### src/rtl/universal_shift_reg_if.sv
// Bus bundle for the universal shift register: control, serial and
// parallel data in, register contents and frame status out.
interface universal_shift_reg_if #(
    parameter int WIDTH = 8
);
    logic [2:0]       mode;
    logic             start;
    logic             sin_r;
    logic             sin_l;
    logic [WIDTH-1:0] d;
    logic [WIDTH-1:0] q;
    logic             sout_msb;
    logic             sout_lsb;
    logic             busy;
    logic             done;

    modport master (
        output mode, start, sin_r, sin_l, d,
        input  q, sout_msb, sout_lsb, busy, done
    );

    modport slave (
        input  mode, start, sin_r, sin_l, d,
        output q, sout_msb, sout_lsb, busy, done
    );
endinterface

### src/rtl/universal_shift_reg.sv
// Parametrised universal shift register with manual shift/rotate/load/clear
// and an autonomous WIDTH-cycle frame engine with busy/done status.
module universal_shift_reg #(
    parameter int               WIDTH     = 8,
    parameter int               LSB_FIRST = 0,
    parameter logic [WIDTH-1:0] RST_VAL   = '0
) (
    input logic                  clk,
    input logic                  rst,
    universal_shift_reg_if.slave bus
);
    localparam int CW = $clog2(WIDTH + 1);
    localparam logic [CW-1:0] CNT_INIT = CW'(WIDTH);
    localparam logic [CW-1:0] CNT_LAST = CW'(1);

    typedef enum logic {
        IDLE,
        SHIFT
    } state_e;

    state_e           state_q, state_d;
    logic [CW-1:0]    cnt_q, cnt_d;
    logic [WIDTH-1:0] data_q, data_d;
    logic             done_q, done_d;
    logic [WIDTH-1:0] frame_shift;

    // Frame direction is fixed at elaboration time.
    always_comb begin
        if (LSB_FIRST != 0) begin
            frame_shift = {bus.sin_l, data_q[WIDTH-1:1]};
        end else begin
            frame_shift = {data_q[WIDTH-2:0], bus.sin_r};
        end
    end

    always_comb begin
        state_d = state_q;
        cnt_d   = cnt_q;
        data_d  = data_q;
        done_d  = 1'b0;
        unique case (state_q)
            IDLE: begin
                if (bus.start) begin
                    data_d  = bus.d;
                    cnt_d   = CNT_INIT;
                    state_d = SHIFT;
                end else begin
                    case (bus.mode)
                        3'd1:    data_d = {data_q[WIDTH-2:0], bus.sin_r};
                        3'd2:    data_d = {bus.sin_l, data_q[WIDTH-1:1]};
                        3'd3:    data_d = {data_q[WIDTH-2:0], data_q[WIDTH-1]};
                        3'd4:    data_d = {data_q[0], data_q[WIDTH-1:1]};
                        3'd5:    data_d = bus.d;
                        3'd6:    data_d = '0;
                        default: data_d = data_q;
                    endcase
                end
            end
            SHIFT: begin
                data_d = frame_shift;
                cnt_d  = cnt_q - CNT_LAST;
                if (cnt_q == CNT_LAST) begin
                    state_d = IDLE;
                    done_d  = 1'b1;
                end
            end
            default: state_d = IDLE;
        endcase
    end

    always_ff @(posedge clk) begin
        if (rst) begin
            state_q <= IDLE;
            cnt_q   <= '0;
            data_q  <= RST_VAL;
            done_q  <= 1'b0;
        end else begin
            state_q <= state_d;
            cnt_q   <= cnt_d;
            data_q  <= data_d;
            done_q  <= done_d;
        end
    end

    assign bus.q        = data_q;
    assign bus.sout_msb = data_q[WIDTH-1];
    assign bus.sout_lsb = data_q[0];
    assign bus.busy     = (state_q == SHIFT);
    assign bus.done     = done_q;
endmodule
### src/flat_wrapper.sv
// flat-port wrapper written by rule: the top's interface ports become plain ports
module universal_shift_reg_flat 
#(
    parameter int               WIDTH     = 8,
    parameter int               LSB_FIRST = 0,
    parameter logic [WIDTH-1:0] RST_VAL   = '0
)
  (clk, rst, bus_mode, bus_start, bus_sin_r, bus_sin_l, bus_d, bus_q, bus_sout_msb, bus_sout_lsb, bus_busy, bus_done);
  universal_shift_reg_if #(.WIDTH(WIDTH)) bus_i ();
  input logic clk;
  input logic rst;
  input wire logic [$bits(bus_i.mode)-1:0] bus_mode;
  input wire logic [$bits(bus_i.start)-1:0] bus_start;
  input wire logic [$bits(bus_i.sin_r)-1:0] bus_sin_r;
  input wire logic [$bits(bus_i.sin_l)-1:0] bus_sin_l;
  input wire logic [$bits(bus_i.d)-1:0] bus_d;
  output wire logic [$bits(bus_i.q)-1:0] bus_q;
  output wire logic [$bits(bus_i.sout_msb)-1:0] bus_sout_msb;
  output wire logic [$bits(bus_i.sout_lsb)-1:0] bus_sout_lsb;
  output wire logic [$bits(bus_i.busy)-1:0] bus_busy;
  output wire logic [$bits(bus_i.done)-1:0] bus_done;
  assign bus_i.mode = bus_mode;
  assign bus_i.start = bus_start;
  assign bus_i.sin_r = bus_sin_r;
  assign bus_i.sin_l = bus_sin_l;
  assign bus_i.d = bus_d;
  assign bus_q = bus_i.q;
  assign bus_sout_msb = bus_i.sout_msb;
  assign bus_sout_lsb = bus_i.sout_lsb;
  assign bus_busy = bus_i.busy;
  assign bus_done = bus_i.done;
  universal_shift_reg #(.WIDTH(WIDTH), .LSB_FIRST(LSB_FIRST), .RST_VAL(RST_VAL)) u_core (.clk(clk), .rst(rst), .bus(bus_i));
endmodule
### config.mk
export PLATFORM = sky130hd
export DESIGN_NAME = universal_shift_reg_flat
export DESIGN_NICKNAME = d
export VERILOG_FILES = /design/src/rtl/universal_shift_reg_if.sv /design/src/rtl/universal_shift_reg.sv /design/src/flat_wrapper.sv
export SDC_FILE = /design/constraint.sdc
export NUM_CORES = 1
export LEC_CHECK = 0
export CORE_MARGIN = 2
export CORE_UTILIZATION = 44
export CTS_BUF_LIST = sky130_fd_sc_hd__clkbuf_8
export DETAILED_ROUTE_END_ITERATION = 6
export GPL_TIMING_DRIVEN = 0
export PLACE_DENSITY = 0.76
export RECOVER_POWER = 25
export SETUP_SLACK_MARGIN = 0.02
export SYNTH_ARGS = -nofsm -noshare
export SYNTH_HDL_FRONTEND = slang
export SYNTH_SLANG_ARGS = --single-unit
### constraint.sdc
create_clock -name clk -period 1.55 [get_ports clk]
set_input_delay 0.3875 -clock clk [delete_from_list [all_inputs] [get_ports clk]]
set_output_delay 0.3875 -clock clk [all_outputs]
set_load 0.02 [all_outputs]
# == Word level (Yosys, flattened, before mapping) ==
# Index checks and enable logic that the tools add are counted.
# totals
reg_bits,14
inputBits,16
wordCells,25
# op_classes
addsub,1
reduce_logical,1
n_eq_ne,9
bitwise,1
n_mux,9
# op_table
cell,n
one-hot mux 8 bit (6 select lines),1
one-hot mux 8 bit (2 select lines),1
equality test 3 bit (second input constant),3
two-way mux 8 bit,1
inequality test 8 bit (second input constant),1
one-hot mux 4 bit (2 select lines),1
equality test 3 x 2 -> 1 bit (second input constant),2
equality test 4 x 1 -> 1 bit (second input constant),1
two-way mux 4 bit,1
subtractor 4 x 1 -> 4 bit (second input constant),1
equality test 3 x 1 -> 1 bit (second input constant),1
two-way mux 1 bit,3
inequality test 2 bit (second input constant),1
one-hot mux 1 bit (2 select lines),1
OR reduction 2 bit,1
NOT 1 bit,1

# == Depth between registers and ports, before layout ==
# depth
depth_word,4
depth_mapped,6
mapped_depth_nobuf,5

# == Least setup slack after synthesis ==
# No wires, ideal clock.
# synth_timing
kind,input port to flip-flop
startpoint,input port bus_mode[2]
endpoint,register u_core.data_q[0] (netlist: u_core.bus.q[0])
arrival_ns,1.416
required_ns,1.415
slack_ns,-0.001
cell_stages,5
cell_sequence,buf_6 or3_4 a211o_4 nor2_1 a311oi_2
# synth_between
elab_chain_len,4
word_cells_on_any_way,10
# synth_rtl
item,line,text
"start, declared",flat_wrapper.sv:12,input wire logic [$bits(bus_i.mode)-1:0] bus_mode;
"equality test 3 bit, or another cell as far along",universal_shift_reg.sv:48,case (bus.mode)
one-hot mux 8 bit (6 select lines),universal_shift_reg.sv:48,
two-way mux 8 bit,universal_shift_reg.sv:43,if (bus.start) begin
one-hot mux 8 bit (2 select lines),universal_shift_reg.sv:41,unique case (state_q)
"end signal, assigned",universal_shift_reg.sv:80,data_q <= data_d;
"end, declared",universal_shift_reg.sv:23,"logic [WIDTH-1:0] data_q, data_d;"
# Parallel ways exist; a longest one is shown, timed or not.
# A chain may end at the register's enable or synchronous reset.

# == Worst setup path in the final report ==
# layout_timing
startpoint,input port bus_mode[1]
endpoint,register u_core.data_q[4] (netlist: u_core.bus.q[4])
# Same word-level chain as after synthesis.

==> reports/metrics.yaml <==
clock_network:
  cts_root_buffer: "clkbuf_8"
  h-tree-depth: 1
  clkSinkCount: 14
  ctsHoldBuffers: 0
  path_clk_slew_ns: 0.06
  cts_made_buffers: 3
  ctsLongestPathBuffers: 2
  tritoncts: "yes"
  clock_latency_ns: 0.24
placed_design:
  gp_congestion: 0.879
  dpl_cell_area_sq_um: 1240
  portBuffers: 25
  dp_hpwl_um: 1670
  place_ws_ns: -0.529
  place_inst: 173
drt:
  wl_met3_um: 167
  drt-total-wl_um: 2400
  wl_met2_um: 1030
  met1_length_um: 1160
  vias_per_cell: 5.54
  avgRoutedWirePerCell_um: 13.6
  first_pass_iters: 4
  drt_first_iter_violations: 17
  antenna_left: 0
  vias: 981
  route.detailed.drc: 0
  maxUsedRoutingLayer: "met4"
synthesis:
  syn_avg_cell_area_sq_um: 7.86
  yosysWarningCount: 0
  ys_ff_latch: 14
  syn_inst: 121
  ys_types: 32
  netlist_area_sq_um: 951
  synth_fp_nets: 139
  ys_seq_area_share_pct: 29.5
floorplan:
  dieArea_sq_um: 2550
  start_util_pct: 47.5
  die_w_um: 50.5
  pin_count: 28
  fp-row-count: 16
  core_area_sq_um: 2000
  die_y_um: 50.5
min_path:
  hold_class: "flop to flop"
setup_path:
  cp-start-kind: "primary input"
  r2r_slack_ns: 0.27
  critical_path_peak_fanout: 10
  crit_slowest_cell: "a311oi_1"
  crit_arrival_ns: 1.64
  end_kind: "flop"
  cpPeakStageDelay_ns: 0.28
  cp_cell_sequence: "dlygate4sd2_1, buf_6, or2_4, a21oi_4, o21ai_1, a311oi_1"
  path_class: "primary input to flop"
  cp_data_required_time_ns: 1.70
global_route:
  grt_pass1_wl_um: 4260
  grt_pass1_vias: 954
  grt_max_degree: 11
  gr-total-overflow: 0
  grt_usage_pct: 21.4
  grt_antenna_before_repair: 0
sta:
  worst_slew_pin_slew_ns: 0.320
  rsz0062_at_grt: "no"
  maxSlewHeadroom_pct: 78.6
  timing.final.crit_share_pct: 95.8
  setup_violations: 0
  setup_ws_ns: 0.0645
  skew_ns: 0.00167
  finalCriticalPeriod_ns: 1.49
  slew_viol_final: 0
  fmax_mhz: 673
  finalHoldViolCount: 0
final_layout:
  layout_commonest_cell: "nor2_1"
  final_layout_size_suffix_gt1_share_pct: 16.7
  multi_input_area_sq_um: 576
  post-route-util_pct: 64.4
  area_growth_pct: 35.7
  diodes: 0
  nNetsFinal: 169
  fin_area_sq_um: 1290
  final_cell_mix: "nor2_1, dfxtp_1, dlygate4sd2_1"
  fill_cells: 194
  instances_no_fill: 177
  ff_latch_area_sq_um: 282
outcome:
  status: "finished, final reports clean"
power_and_ir_drop:
  leakage_nw: 0.529
  ir_drop_mv: 0.548
  pwr_density_cell_nw_per_um2: 839
job:
  cap_viol_max_count: 0
state kept, by name, indices dropped and copies added, names as in the netlist:
name and flops:
u_core.bus.busy 1, u_core.bus.done 1, u_core.cnt_q 4, u_core.bus.q 8
per-layer routing:
metal	track usage (%)	up-vias
met4	7.21	0
met3	3.27	5
met5	0	-
met2	34.4	44
met1	29.1	444
li1	-	488
through the flow:
| stage | TNS (ns) | power (mW) | hold WS (ns) |
|---|---|---|---|
| floorplan | 0 | 0.614 | 0.448 |
| global placement | -3.74 | 0.736 | 0.464 |
| detailed placement | -3.95 | 0.741 | 0.483 |
| CTS | 0 | 1.08 | 0.488 |
| global route | 0 | 1.14 | 0.501 |
| finish | 0 | 1.08 | 0.493 |
timing repair:
action | 4_1_cts | 5_1_grt
resized for setup | 17 | 11
setup buffers | 0 | 0
endpoints found under the setup margin | 19 | 9
cloned | 0 | 0
pin swaps | 3 | 6
cells in the mapped netlist, drive strengths merged:
cell type | instances | area (sq um)
a211o | 1 | 17.5
a21oi | 6 | 33.8
a311oi | 10 | 93.8
and2 | 1 | 7.51
and3 | 1 | 6.26
buf | 9 | 80.1
clkbuf | 2 | 7.51
dfxtp | 14 | 280
ha | 2 | 25.0
inv | 6 | 22.5
mux2 | 1 | 11.3
mux2i | 2 | 20.0
nand2 | 11 | 41.3
nand2b | 2 | 12.5
nand3 | 2 | 10.0
nand3b | 1 | 7.51
nor2 | 17 | 63.8
nor2b | 2 | 12.5
nor3 | 2 | 10.0
nor3b | 6 | 45.0
o21ai | 16 | 80.1
o221ai | 1 | 8.76
o311a | 1 | 11.3
o31a | 1 | 8.76
o32ai | 1 | 8.76
or2 | 1 | 6.26
or2b | 1 | 7.51
or3 | 1 | 11.3
report_power, final:
group	leakage (nW)	switching [mW]	internal, mW
registers	0.116	0.0295	0.392
logic	0.384	0.158	0.144
clock network	0.0288	0.133	0.225
critical path: cells and delay by family:
kind                   cells  cell delay [ns]
AOI/OAI and AO/OA          3             0.60
and+or+nand+nor            1             0.24
buffers and inverters      2             0.40
path summary, 6_finish.rpt:
| check | startpoint | endpoint | depth (start not counted) |
|---|---|---|---|
| max | bus_mode[1] | u_core.bus.q[4] | 6 |
| min | u_core.cnt_q[3] | u_core.cnt_q[3] | 1 |
| max reg2reg | u_core.bus.busy | u_core.bus.q[1] | 4 |
| min reg2reg | u_core.cnt_q[3] | u_core.cnt_q[3] | 1 |
logic make-up (layout without fill, tap and decap cells):
| family | Yosys count | after routing | share of synthesized area [%] |
|---|---|---|---|
| and+or+nand+nor | 48 | 48 | 25.4 |
| adders and majority gates | 2 | 2 | 2.63 |
| buffers and inverters | 17 | 46 | 11.6 |
| DFF | 14 | 14 | 29.5 |
| AOI/OAI and AO/OA | 37 | 37 | 27.6 |
| muxes | 3 | 3 | 3.29 |
area by class of cell:
type	instances	area share (%)
clock buffer	4	4.27
sequential	14	21.8
multi-input combinational	90	44.6
inverter	6	1.75
buffer	11	7.18
tap	27	2.62
timing repair buffer	25	17.7
Power figures use the tool's default switching activity.
